**config.mk**
```make
export PLATFORM = sky130hd
export DESIGN_NAME = result_requantizer
export DESIGN_NICKNAME = d
export VERILOG_FILES = /design/src/rtl/nn_accel_pkg.sv /design/src/rtl/requant_unit.sv /design/src/rtl/result_requantizer.sv
export SDC_FILE = /design/constraint.sdc
export NUM_CORES = 1
export LEC_CHECK = 0
export CORE_ASPECT_RATIO = 0.8
export CORE_MARGIN = 8
export CORE_UTILIZATION = 56
export CTS_BUF_LIST = sky130_fd_sc_hd__clkbuf_4
export DETAILED_ROUTE_END_ITERATION = 8
export GPL_TIMING_DRIVEN = 0
export PLACE_DENSITY = 0.85
export SLEW_MARGIN = 40
export SYNTH_ARGS = -nofsm -noshare
export SYNTH_HDL_FRONTEND = slang
export SYNTH_SLANG_ARGS = --single-unit
```
**constraint.sdc**
```tcl
create_clock -name clk -period 9.3 [get_ports clk]
set_input_delay 0.93 -clock clk [delete_from_list [all_inputs] [get_ports clk]]
set_output_delay 0.93 -clock clk [all_outputs]
set_load 0.03 [all_outputs]
```
**src/rtl/nn_accel_pkg.sv**
```systemverilog
// Shared definitions for the accelerator datapath stages.
// Holds default sizes, the requantizer state type and a reusable saturation helper.
package nn_accel_pkg;

  localparam int unsigned DefaultWidth = 16;
  localparam int unsigned DefaultN     = 3;
  localparam int unsigned DefaultAccW  = 2 * DefaultWidth;

  // Wide enough for any intermediate of a 2*WIDTH accumulator plus bias and rounding.
  localparam int unsigned SatInW = 64;

  typedef enum logic [1:0] {
    IDLE,
    PRIME,
    STREAM
  } rq_state_t;

  // Clamp a signed value to the range of a width-bit signed integer.
  function automatic logic signed [SatInW-1:0] sat_to_width(
    input logic signed [SatInW-1:0] val,
    input int unsigned              width
  );
    logic signed [SatInW-1:0] hi;
    logic signed [SatInW-1:0] lo;
    hi = (64'sd1 <<< (width - 1)) - 64'sd1;
    lo = -hi - 64'sd1;
    if (val > hi) begin
      return hi;
    end else if (val < lo) begin
      return lo;
    end
    return val;
  endfunction

endpackage

```
**src/rtl/requant_unit.sv**
```systemverilog
// Combinational requantization of one accumulator element:
// bias add, optional ReLU, round-half-up arithmetic right shift, saturate to WIDTH.
module requant_unit
  import nn_accel_pkg::*;
#(
  parameter int unsigned WIDTH   = DefaultWidth,
  parameter int unsigned SHIFT_W = $clog2(2 * WIDTH),
  localparam int unsigned ACC_W  = 2 * WIDTH
) (
  input  logic signed [ACC_W-1:0]   acc,
  input  logic signed [ACC_W-1:0]   bias,
  input  logic        [SHIFT_W-1:0] shift,
  input  logic                      relu_en,
  output logic signed [WIDTH-1:0]   data
);

  // Two guard bits: one for the bias sum, one for the rounding offset.
  localparam int unsigned SumW = ACC_W + 2;

  logic signed [SumW-1:0] sum;
  logic signed [SumW-1:0] clamped;
  logic signed [SumW-1:0] half;
  logic signed [SumW-1:0] shifted;

  always_comb begin
    sum     = $signed({{2{acc[ACC_W-1]}}, acc}) + $signed({{2{bias[ACC_W-1]}}, bias});
    clamped = (relu_en && sum[SumW-1]) ? '0 : sum;
    half    = (shift == '0) ? '0 : (SumW'(1) << (shift - SHIFT_W'(1)));
    shifted = (clamped + half) >>> shift;
    data    = WIDTH'(sat_to_width($signed({{(SatInW - SumW){shifted[SumW-1]}}, shifted}),
                                  WIDTH));
  end

endmodule

```
**src/rtl/result_requantizer.sv**
```systemverilog
// Captures one NxN accumulator matrix plus bias/shift/relu settings and streams the
// requantized elements row-major over a valid/ready interface.
module result_requantizer
  import nn_accel_pkg::*;
#(
  parameter int unsigned WIDTH   = DefaultWidth,
  parameter int unsigned N       = DefaultN,
  parameter int unsigned SHIFT_W = $clog2(2 * WIDTH),
  localparam int unsigned ACC_W  = 2 * WIDTH,
  localparam int unsigned IDX_W  = (N > 1) ? $clog2(N) : 1
) (
  input  logic                      clk,
  input  logic                      rst_n,
  input  logic                      in_valid,
  output logic                      in_ready,
  input  logic signed [ACC_W-1:0]   resultMatrix [N][N],
  input  logic signed [ACC_W-1:0]   bias [N],
  input  logic        [SHIFT_W-1:0] shift,
  input  logic                      relu_en,
  output logic                      out_valid,
  input  logic                      out_ready,
  output logic signed [WIDTH-1:0]   out_data,
  output logic        [IDX_W-1:0]   out_row,
  output logic        [IDX_W-1:0]   out_col,
  output logic                      out_last
);

  localparam logic [IDX_W-1:0] LastIdx = IDX_W'(N - 1);

  rq_state_t state_q, state_d;

  logic signed [ACC_W-1:0]   mat_q [N][N];
  logic signed [ACC_W-1:0]   bias_q [N];
  logic        [SHIFT_W-1:0] shift_q;
  logic                      relu_q;

  logic [IDX_W-1:0]        row_q, row_d, col_q, col_d;
  logic [IDX_W-1:0]        nxt_row, nxt_col, sel_row, sel_col;
  logic                    valid_q, valid_d, last_q, last_d, capture;
  logic signed [WIDTH-1:0] data_q, data_d, rq_data;

  always_comb begin
    if (col_q == LastIdx) begin
      nxt_col = '0;
      nxt_row = row_q + IDX_W'(1);
    end else begin
      nxt_col = col_q + IDX_W'(1);
      nxt_row = row_q;
    end
    // PRIME loads the element at the freshly cleared index; STREAM loads the one after it.
    sel_row = (state_q == PRIME) ? row_q : nxt_row;
    sel_col = (state_q == PRIME) ? col_q : nxt_col;
  end

  requant_unit #(
    .WIDTH   (WIDTH),
    .SHIFT_W (SHIFT_W)
  ) u_requant_unit (
    .acc     (mat_q[sel_row][sel_col]),
    .bias    (bias_q[sel_col]),
    .shift   (shift_q),
    .relu_en (relu_q),
    .data    (rq_data)
  );

  always_comb begin
    state_d = state_q;
    row_d   = row_q;
    col_d   = col_q;
    valid_d = valid_q;
    data_d  = data_q;
    last_d  = last_q;
    capture = 1'b0;
    unique case (state_q)
      IDLE: begin
        if (in_valid) begin
          capture = 1'b1;
          row_d   = '0;
          col_d   = '0;
          state_d = PRIME;
        end
      end
      PRIME: begin
        data_d  = rq_data;
        last_d  = (row_q == LastIdx) && (col_q == LastIdx);
        valid_d = 1'b1;
        state_d = STREAM;
      end
      STREAM: begin
        if (out_ready) begin
          if (last_q) begin
            valid_d = 1'b0;
            last_d  = 1'b0;
            state_d = IDLE;
          end else begin
            row_d  = nxt_row;
            col_d  = nxt_col;
            data_d = rq_data;
            last_d = (nxt_row == LastIdx) && (nxt_col == LastIdx);
          end
        end
      end
      default: state_d = IDLE;
    endcase
  end

  always_ff @(posedge clk or negedge rst_n) begin
    if (!rst_n) begin
      state_q <= IDLE;
      row_q   <= '0;
      col_q   <= '0;
      valid_q <= 1'b0;
      data_q  <= '0;
      last_q  <= 1'b0;
      shift_q <= '0;
      relu_q  <= 1'b0;
      for (int r = 0; r < N; r++) begin
        bias_q[r] <= '0;
        for (int c = 0; c < N; c++) begin
          mat_q[r][c] <= '0;
        end
      end
    end else begin
      state_q <= state_d;
      row_q   <= row_d;
      col_q   <= col_d;
      valid_q <= valid_d;
      data_q  <= data_d;
      last_q  <= last_d;
      if (capture) begin
        mat_q   <= resultMatrix;
        bias_q  <= bias;
        shift_q <= shift;
        relu_q  <= relu_en;
      end
    end
  end

  assign in_ready  = (state_q == IDLE);
  assign out_valid = valid_q;
  assign out_data  = data_q;
  assign out_row   = row_q;
  assign out_col   = col_q;
  assign out_last  = last_q;

endmodule

```
==> results.toml <==
[floorplan]
core_um2 = 44290
start_util_pct = 56.52
die_area_um2 = 51760
rows = 69
die_w_um = 252.4
die_h_um = 205.1
ioPinCount = 417

[yosys]
synth_common_cells = "nand2_1 (419), dfrtp_1 (414), mux2_2 (399), a21oi_1 (144)"
synth_edf_count = 0
syn_nets = 3029
synthArstFlopShare_pct = 100.0
ys_seq_area_share_pct = 41.39
ys.flop_type = "dfrtp_1"
synthesis.area_um2 = 25030
synth_cells = 2568
synth-seq-cells = 414
synth_most_common_cell = "nand2_1"
synth_area_leader_cell = "dfrtp_1"
synth.area.top_cells = "dfrtp_1 (41%), mux2_2 (18%), nand2_1 (6.3%)"
avgSynthCellArea_um2 = 9.748
synth.distinct_cells = 85
synth_top_area_share_pct = 41.39
yosys_warnings = 0

[cts]
clock_latency_ns = 0.95
cts_tree = "built"
htree_num_levels = 3
cts_buffers = 103
cts_root_buf = "clkbuf_4"
cts.clk_slew.worst_paths_ns = 0.06
cts.path.max_buffers = 3
cts_num_sinks = 414

[grt]
grt.overflow.total = 0
grt_use_total_pct = 37.06
antenna_found_initial = 17
grt_pass1_wl_um = 146700
grt_max_degree = 79
grt_pass1_vias = 24620

[route]
viasPerCell = 6.394
wl_um = 98420
initialDrtViolationCount = 2575
drt_pass1_iterations = 6
detail_route.wl_per_cell_um = 25.86
drc = 0
ant_nets = 0
via_count = 24340

[setup_path]
max_stage_delay_ns = 0.51
path_max_fanout = 10
path_class = "reg2reg"
slowest_stage = "or4_1"
critical_path_arrival_ns = 9.94
ff2ff_path_depth = 37
cp.required_ns = 10.11
start_kind = "flip-flop"
critPathCaptureType = "flip-flop"
crit_top_cell = "a21o_1"

[final_layout]
area_delta_synth_final_pct = 29.54
fin_nets = 3583
utilization_pct = 73.22
layout-drive-gt1-share_pct = 25.19

[placed_design]
place_hpwl_um = 75030
gp_congestion = 0.9692
io_buffers = 416

[hold_path]
whs_path_depth = 1
hp-class = "reg2reg"

[timing]
setup_violations = 0
finalMaxSlewViolations = 0
finalClockSkew_ns = 0.05874
period_share_pct = 98.12
max_freq_mhz = 109.6
worst_pin_slew_ns = 0.9688
hold_viol = 0
post-route-min-period_ns = 9.125
slew_headroom_pct = 35.41

[run]
maxCapViolCount = 0

[run_status]
status = "finished, final reports clean"
## worst paths after layout
| check | to | from | slack, ns |
|---|---|---|---|
| max | out_data[11] | state_q[0] | 0.18 |
| min | bias_q[9] | bias_q[9] | 0.51 |
| max reg2reg | out_data[11] | state_q[0] | 0.18 |
| min reg2reg | bias_q[9] | bias_q[9] | 0.51 |
| max in group asynchronous | mat_q[138] | rst_n | 7.17 |
| min in group asynchronous | bias_q[0] | rst_n | 0.57 |
## metrics by stage
step | std cells | hold WS [ns] | TNS, ns | instance area [µm²] | setup WS [ns]
5_1_grt | 3800 | 0.5193 | -1.301 | 32410 | -0.1335
3_3_place_gp | 3587 | 0.4892 | -4343.48 | 29950 | -10.49
3_5_place_dp | 3592 | 0.4949 | -32.39 | 30120 | -2.193
2_1_floorplan | 2568 | 0.4800 | 0 | 25030 | 0.7947
6_report | 3806 | 0.5083 | 0 | 32430 | 0.1752
4_1_cts | 3773 | 0.5093 | 0 | 31890 | 0.001323
## cells in the final DEF, fill, tap and decap left out, types with 68 or more instances in the layout
cell,netlist,layout
o21ai_0,93,74
a21oi_1,144,134
clkdlybuf4s50_1,0,415
dfrtp_1,414,410
nor2_1,143,141
clkbuf_1,143,80
nand2_1,419,417
clkbuf_4,0,153
mux2_2,399,398
nand3_1,96,93
mux2i_1,70,68
## what timing repair did
item | 4_1_cts | 5_1_grt
hold buffers | 1 | 0
gates cloned | 1 | 0
buffers inserted | 13 | 22
endpoints found under the hold margin | 13 | 0
pin swaps | 12 | 13
gates resized for setup | 126 | 125
endpoints found under the setup margin | 16 | 15
## final cells by class
cell class | instances | area (µm²)
Clock buffer | 143 | 1074
Inverter | 31 | 118.9
Fill cell | 3093 | 11860
Sequential cell | 414 | 10360
Multi-Input combinational cell | 1946 | 14500
Timing Repair Buffer | 457 | 4617
Clock inverter | 28 | 126.4
Buffer | 169 | 833.3
Tap cell | 603 | 754.5
Antenna cell | 15 | 37.54
## worst max-delay path: cells and delay by family, from the launching register on
family,cells,cell delay (ns)
AOI/OAI and AO/OA,21,4.53
and+or+nand+nor,7,1.74
DFF,1,0.48
adders and majority gates,2,0.73
buffers and inverters,4,0.86
muxes,2,0.50
xor gates and xnor gates,1,0.18
## routing by layer
metal	routed length [µm]	track usage, %	share of wire [%]	vias to the layer above
met2	44840	58.03	46	1503
met3	10220	10.52	10	324
met1	38500	47.72	39	12020
li1	-	-	-	10480
met4	4787	16.33	4.9	8
met5	61	0	0.062	-
## cells by family (layout without fill, tap and decap cells)
| kind of cell | Yosys count | in the layout | synth area share [%] |
|---|---|---|---|
| AND/OR/NAND/NOR | 816 | 816 | 14.37 |
| AO/OA/AOI/OAI | 537 | 538 | 14.50 |
| buffers and inverters | 209 | 828 | 3.319 |
| XOR/XNOR | 49 | 49 | 1.714 |
| other | 1 | 16 | 0.01498 |
| flip-flops | 414 | 414 | 41.39 |
| adder cells (fa/ha/maj) | 67 | 67 | 3.409 |
| multiplexers | 475 | 475 | 21.29 |
## sequential cells by signal (all words and copies together) (netlist names)
name,count
bias_q,96
mat_q,288
out_col,2
out_data,16
out_last,1
out_row,2
out_valid,1
relu_q,1
shift_q,5
state_q,2
Power is left out: the tool's default activity adds up to more than one toggle a clock period on the data nets, which glitch-free logic cannot reach.
==> RTL change 1: new RTL, same settings <==
Re-encode `rq_state_t` (3 states) as one-hot, 3 bits wide.
--- a/src/rtl/nn_accel_pkg.sv
+++ b/src/rtl/nn_accel_pkg.sv
@@ -11,6 +11,6 @@
 
-  typedef enum logic [1:0] {
-    IDLE,
-    PRIME,
-    STREAM
+  typedef enum logic [2:0] {
+    IDLE   = 3'b001,
+    PRIME  = 3'b010,
+    STREAM = 3'b100
   } rq_state_t;
Behaviour: same outputs for any inputs over 4 cycles, from zero or initial values and one cycle with rst_n low; so few cycles prove little.
==> RTL change 1 against the original RTL <==
Critical endpoint is now out_data[14]. First-iteration DRC count up 20%. Synthesized area decreased by 0.16%. Final area is 0.81% higher. Sequential share of layout area decreased by 0.17 points. Largest cell class unchanged. Worst setup slack got worse by 0.16 ns. Non-clock buffer count rose by 2. Sequential cell count grew 1. Routed wire length rose by 3.0%.
Power is left out: the tool's default activity adds up to more than one toggle a clock period on the data nets, which glitch-free logic cannot reach.
==> RTL change 1: results <==
[worst_setup_path]
max_stage_delay_ns = 0.62
cp_slowest_cell = "or4b_4"
crit_arrival_ns = 10.05
regToRegStartpoint = "state_q[2]"
r2r_end = "out_data[14]"
crit_type = "reg -> reg"
r2r_cells = 41
cp_max_fo = 11
r2r_slack_ns = 0.01

[global_route]
grt_util_all_layers_pct = 37.5
grt_pass1_vias = 23800
antenna_found_initial = 45
grt_pass1_wl_um = 147000
grt_start_max_net_pins = 77

[min_path]
hold_end = "mat_q[247]"
hold_class = "reg -> reg"
hold_start = "mat_q[247]"

[sta]
hold_ws_ns = 0.504
finClkSkew_ns = 0.0739
tightest_slew_ns = 0.930

[place]
placed_area_um2 = 30100
dpl.hpwl_um = 76100
pre_cts_ws_ns = -3.67
gp_congestion = 0.976

[logic_synthesis]
ys_top_cells_by_area = "dfrtp_1 41%, mux2_2 18%, nand2_1 4.5%, mux4_2 3.5%, ha_1 3.3%"
syn-num-nets = 2856
yosysSeqAreaShare_pct = 41.6
synthTopCellsByCount = "414 x dfrtp_1, 393 x mux2_2, 298 x nand2_1, 145 x a21oi_1, 145 x nor2_1"
synth_cell_type_count = 95
syn_avg_cell_area_um2 = 10.4
yosys_warnings = 0

[final_layout]
layout.nets = 3431
drive_above_1_share_pct = 28.1
fin_cells = 3671

[routing]
drt-total-wl_um = 101000
drtIter0Drc = 3095
vias_per_cell = 6.49

[clock_tree]
cts_buffers = 104
clk_latency_ns = 0.92

[outcome]
status = "finished, final reports clean"
[RTL change 1: changes by cell type after synthesis, moves of 10 or more]
cell	change
xor2_1	+15
xnor2_1	-17
nand2_1	-121
mux4_2	+33
nor4_1	-12
o22ai_1	-10
a32oi_1	-31
o32ai_2	+10
a22oi_1	+30
nand3_1	-61
o32ai_1	+10
clkbuf_1	-13
[RTL change 1: worst max path at each step]
stage,endpoint,slack [ns],depth (start not counted)
detailed placement,out_data[14],-3.67,38
global placement,mat_q[74],-10.29,1
floorplan,out_data[12],0.01,38
global route,out_data[14],-0.13,41
CTS,out_data[14],0.008,38
finish,out_data[14],0.01,41
[RTL change 1: timing repair]
action                     4_1_cts  5_1_grt
resized for setup              112      112
setup endpoints to repair       16       15
hold endpoints to repair        19        0
cloned                           1        1
hold buffers                     1        0
pin swaps                       13       32
buffers inserted                20       33
[RTL change 1: layout make-up]
| class | count | area, um2 |
|---|---|---|
| multi-input cells | 1794 | 14600 |
| repair buffers | 475 | 4760 |
| diodes | 23 | 57.6 |
| flip-flops and latches | 415 | 10400 |
| clock buffers | 150 | 1130 |
| clock inverters | 31 | 164 |
| fillers | 3049 | 11500 |
| well taps | 603 | 754 |
| inverters | 27 | 101 |
| plain buffers | 153 | 777 |
[RTL change 1: cells by family after synthesis]
group,after synthesis,share of synthesized area (%)
compound gates,539,14.8
xor+xnor,47,1.65
fa+ha+maj,67,3.41
buf+inv,188,2.98
flops,415,41.6
mux,497,23.8
other cells,1,0.0150
simple gates,641,11.7
[RTL change 1: routing by layer]
metal  GRT usage (%)  vias to the layer above  share of wire (%)  wire length (um)
li1                -                    10100                  -                 -
met1            49.1                    11800                 39             39300
met2            56.4                     1629                 44             45000
met3            12.3                      339                 12             12000
met4            17.3                       34                4.8              4890
met5               0                        -               0.23               229
==> RTL change 2: new RTL, same settings <==
Made on the original files. Take the reset off `data_q` and load it in a clocked block of its own.
--- a/src/rtl/result_requantizer.sv
+++ b/src/rtl/result_requantizer.sv
@@ -112,3 +112,2 @@
       valid_q <= 1'b0;
-      data_q  <= '0;
       last_q  <= 1'b0;
@@ -127,3 +126,2 @@
       valid_q <= valid_d;
-      data_q  <= data_d;
       last_q  <= last_d;
@@ -136,2 +134,6 @@
     end
+  end
+
+  always_ff @(posedge clk) begin
+    data_q <= data_d;
   end
Function: differs if rst_n is asserted again (counterexample within 4 cycles, from zero or initial values and one cycle with rst_n low); with rst_n held inactive, the same outputs for 4 cycles.
==> RTL change 2 against the original RTL <==
Final area up 0.10%. Largest cell class unchanged. Count of clock-buffer cells in the layout is 5 higher. Synthesized area shrank 2.4%. Worst setup slack worse by 0.076 ns. Critical path depth is 3 higher. Sequential share of layout area increased by 0.22 points. Routed wire length decreased by 2.7%. Sequential cell count unchanged. Global-route usage down 0.87 points.
Power is not shown: default switching activity piles up to over one toggle a cycle in this logic, so the estimate is an artifact.
==> RTL change 2: results <==
[worst_setup_path]
max_stage_delay_ns = 0.45
cp_max_fo = 10
r2r_end = "out_data[12]"
r2r_cells = 40
crit_arrival_ns = 9.89
r2r_slack_ns = 0.1
cp_slowest_cell = "dfrtp_2"
critPathLaunch = "out_col[0]"

[place]
dp.cells = 3455
placed_area_um2 = 29500
gp_congestion = 0.985
dpl.hpwl_um = 72600
pre_cts_ws_ns = -3.26

[final_layout]
fillers = 2853
drive_above_1_share_pct = 27.4
fin_cells = 3687
syn_to_final_growth_pct = 32.9

[logic_synthesis]
yosysSeqAreaShare_pct = 42.7
async_flop_share_pct = 96.1
syn-num-nets = 2934
ys_top_cells_by_area = "dfrtp_1 41%, mux2_2 18%, nand2_1 6.2%, a21oi_1 3.5%, ha_1 3.3%"
synth_cell_type_count = 77
synthTopCellsByCount = "405 x nand2_1, 398 x dfrtp_1, 396 x mux2_2, 170 x a21oi_1, 147 x clkbuf_1"
synth_edf_count = 16
syn_avg_cell_area_um2 = 9.88

[sta]
slew_headroom_pct = 41.3
fmax_mhz = 109
finClkSkew_ns = 0.0474

[clock_tree]
clk_latency_ns = 0.90
path_clk_slew_ns = 0.07
cts_buffers = 102

[global_route]
grt_pass1_wl_um = 142000
antenna_found_initial = 24
grt_start_max_net_pins = 77
grt_util_all_layers_pct = 36.2
grt_pass1_vias = 23700

[routing]
drt-total-wl_um = 95800
vias_per_cell = 6.36
drtIter0Drc = 2503

[min_path]
hold_class = "in -> async"

[outcome]
status = "finished, final reports clean"
## RTL change 2: layout make-up
type	count	share of cell area, %
multi-input cells	1875	44.0
flip-flops and latches	414	32.2
repair buffers	488	15.1
clock buffers	148	3.42
plain buffers	152	2.41
well taps	560	2.16
clock inverters	15	0.355
inverters	18	0.216
diodes	17	0.131
## RTL change 2: kinds of logic after synthesis
family	count (synthesis)	share of synthesized area, %
adders and majority gates	67	3.49
other	1	0.0153
xor gates and xnor gates	57	2.07
AOI/OAI and AO/OA	519	13.7
DFF	414	42.7
muxes	475	21.9
buffers and inverters	184	2.87
and+or+nand+nor	756	13.3
## RTL change 2: worst register-to-register path, delay by kind of cell (launching register included)
family | cells | cell delay [ns]
AOI/OAI and AO/OA | 19 | 4.61
xor gates and xnor gates | 1 | 0.20
adders and majority gates | 3 | 0.96
buffers and inverters | 5 | 0.82
DFF | 1 | 0.45
muxes | 2 | 0.32
and+or+nand+nor | 10 | 1.69
## RTL change 2: routing by layer
metal,routed length [um],up-vias,global-route usage [%]
met3,10100,300,10.3
met4,4640,14,16.8
met1,37500,11600,46.8
met2,43400,1355,56.1
li1,-,10100,-
met5,95,-,0
## RTL change 2: metrics by stage
stage | hold slack (ns) | TNS (ns)
2_1_floorplan | 0.480 | 0
3_3_place_gp | 0.489 | -3846.52
3_5_place_dp | 0.495 | -48.82
4_1_cts | 0.401 | 0
5_1_grt | 0.448 | -2.56
6_report | 0.478 | 0
## RTL change 2: repair_timing
item | 4_1_cts | 5_1_grt
setup buffers | 28 | 33
hold buffers | 1 | 0
setup endpoints to repair | 16 | 15
hold endpoints to repair | 17 | 0
gates resized for setup | 157 | 151
pin swaps | 28 | 45
gates cloned | 1 | 3
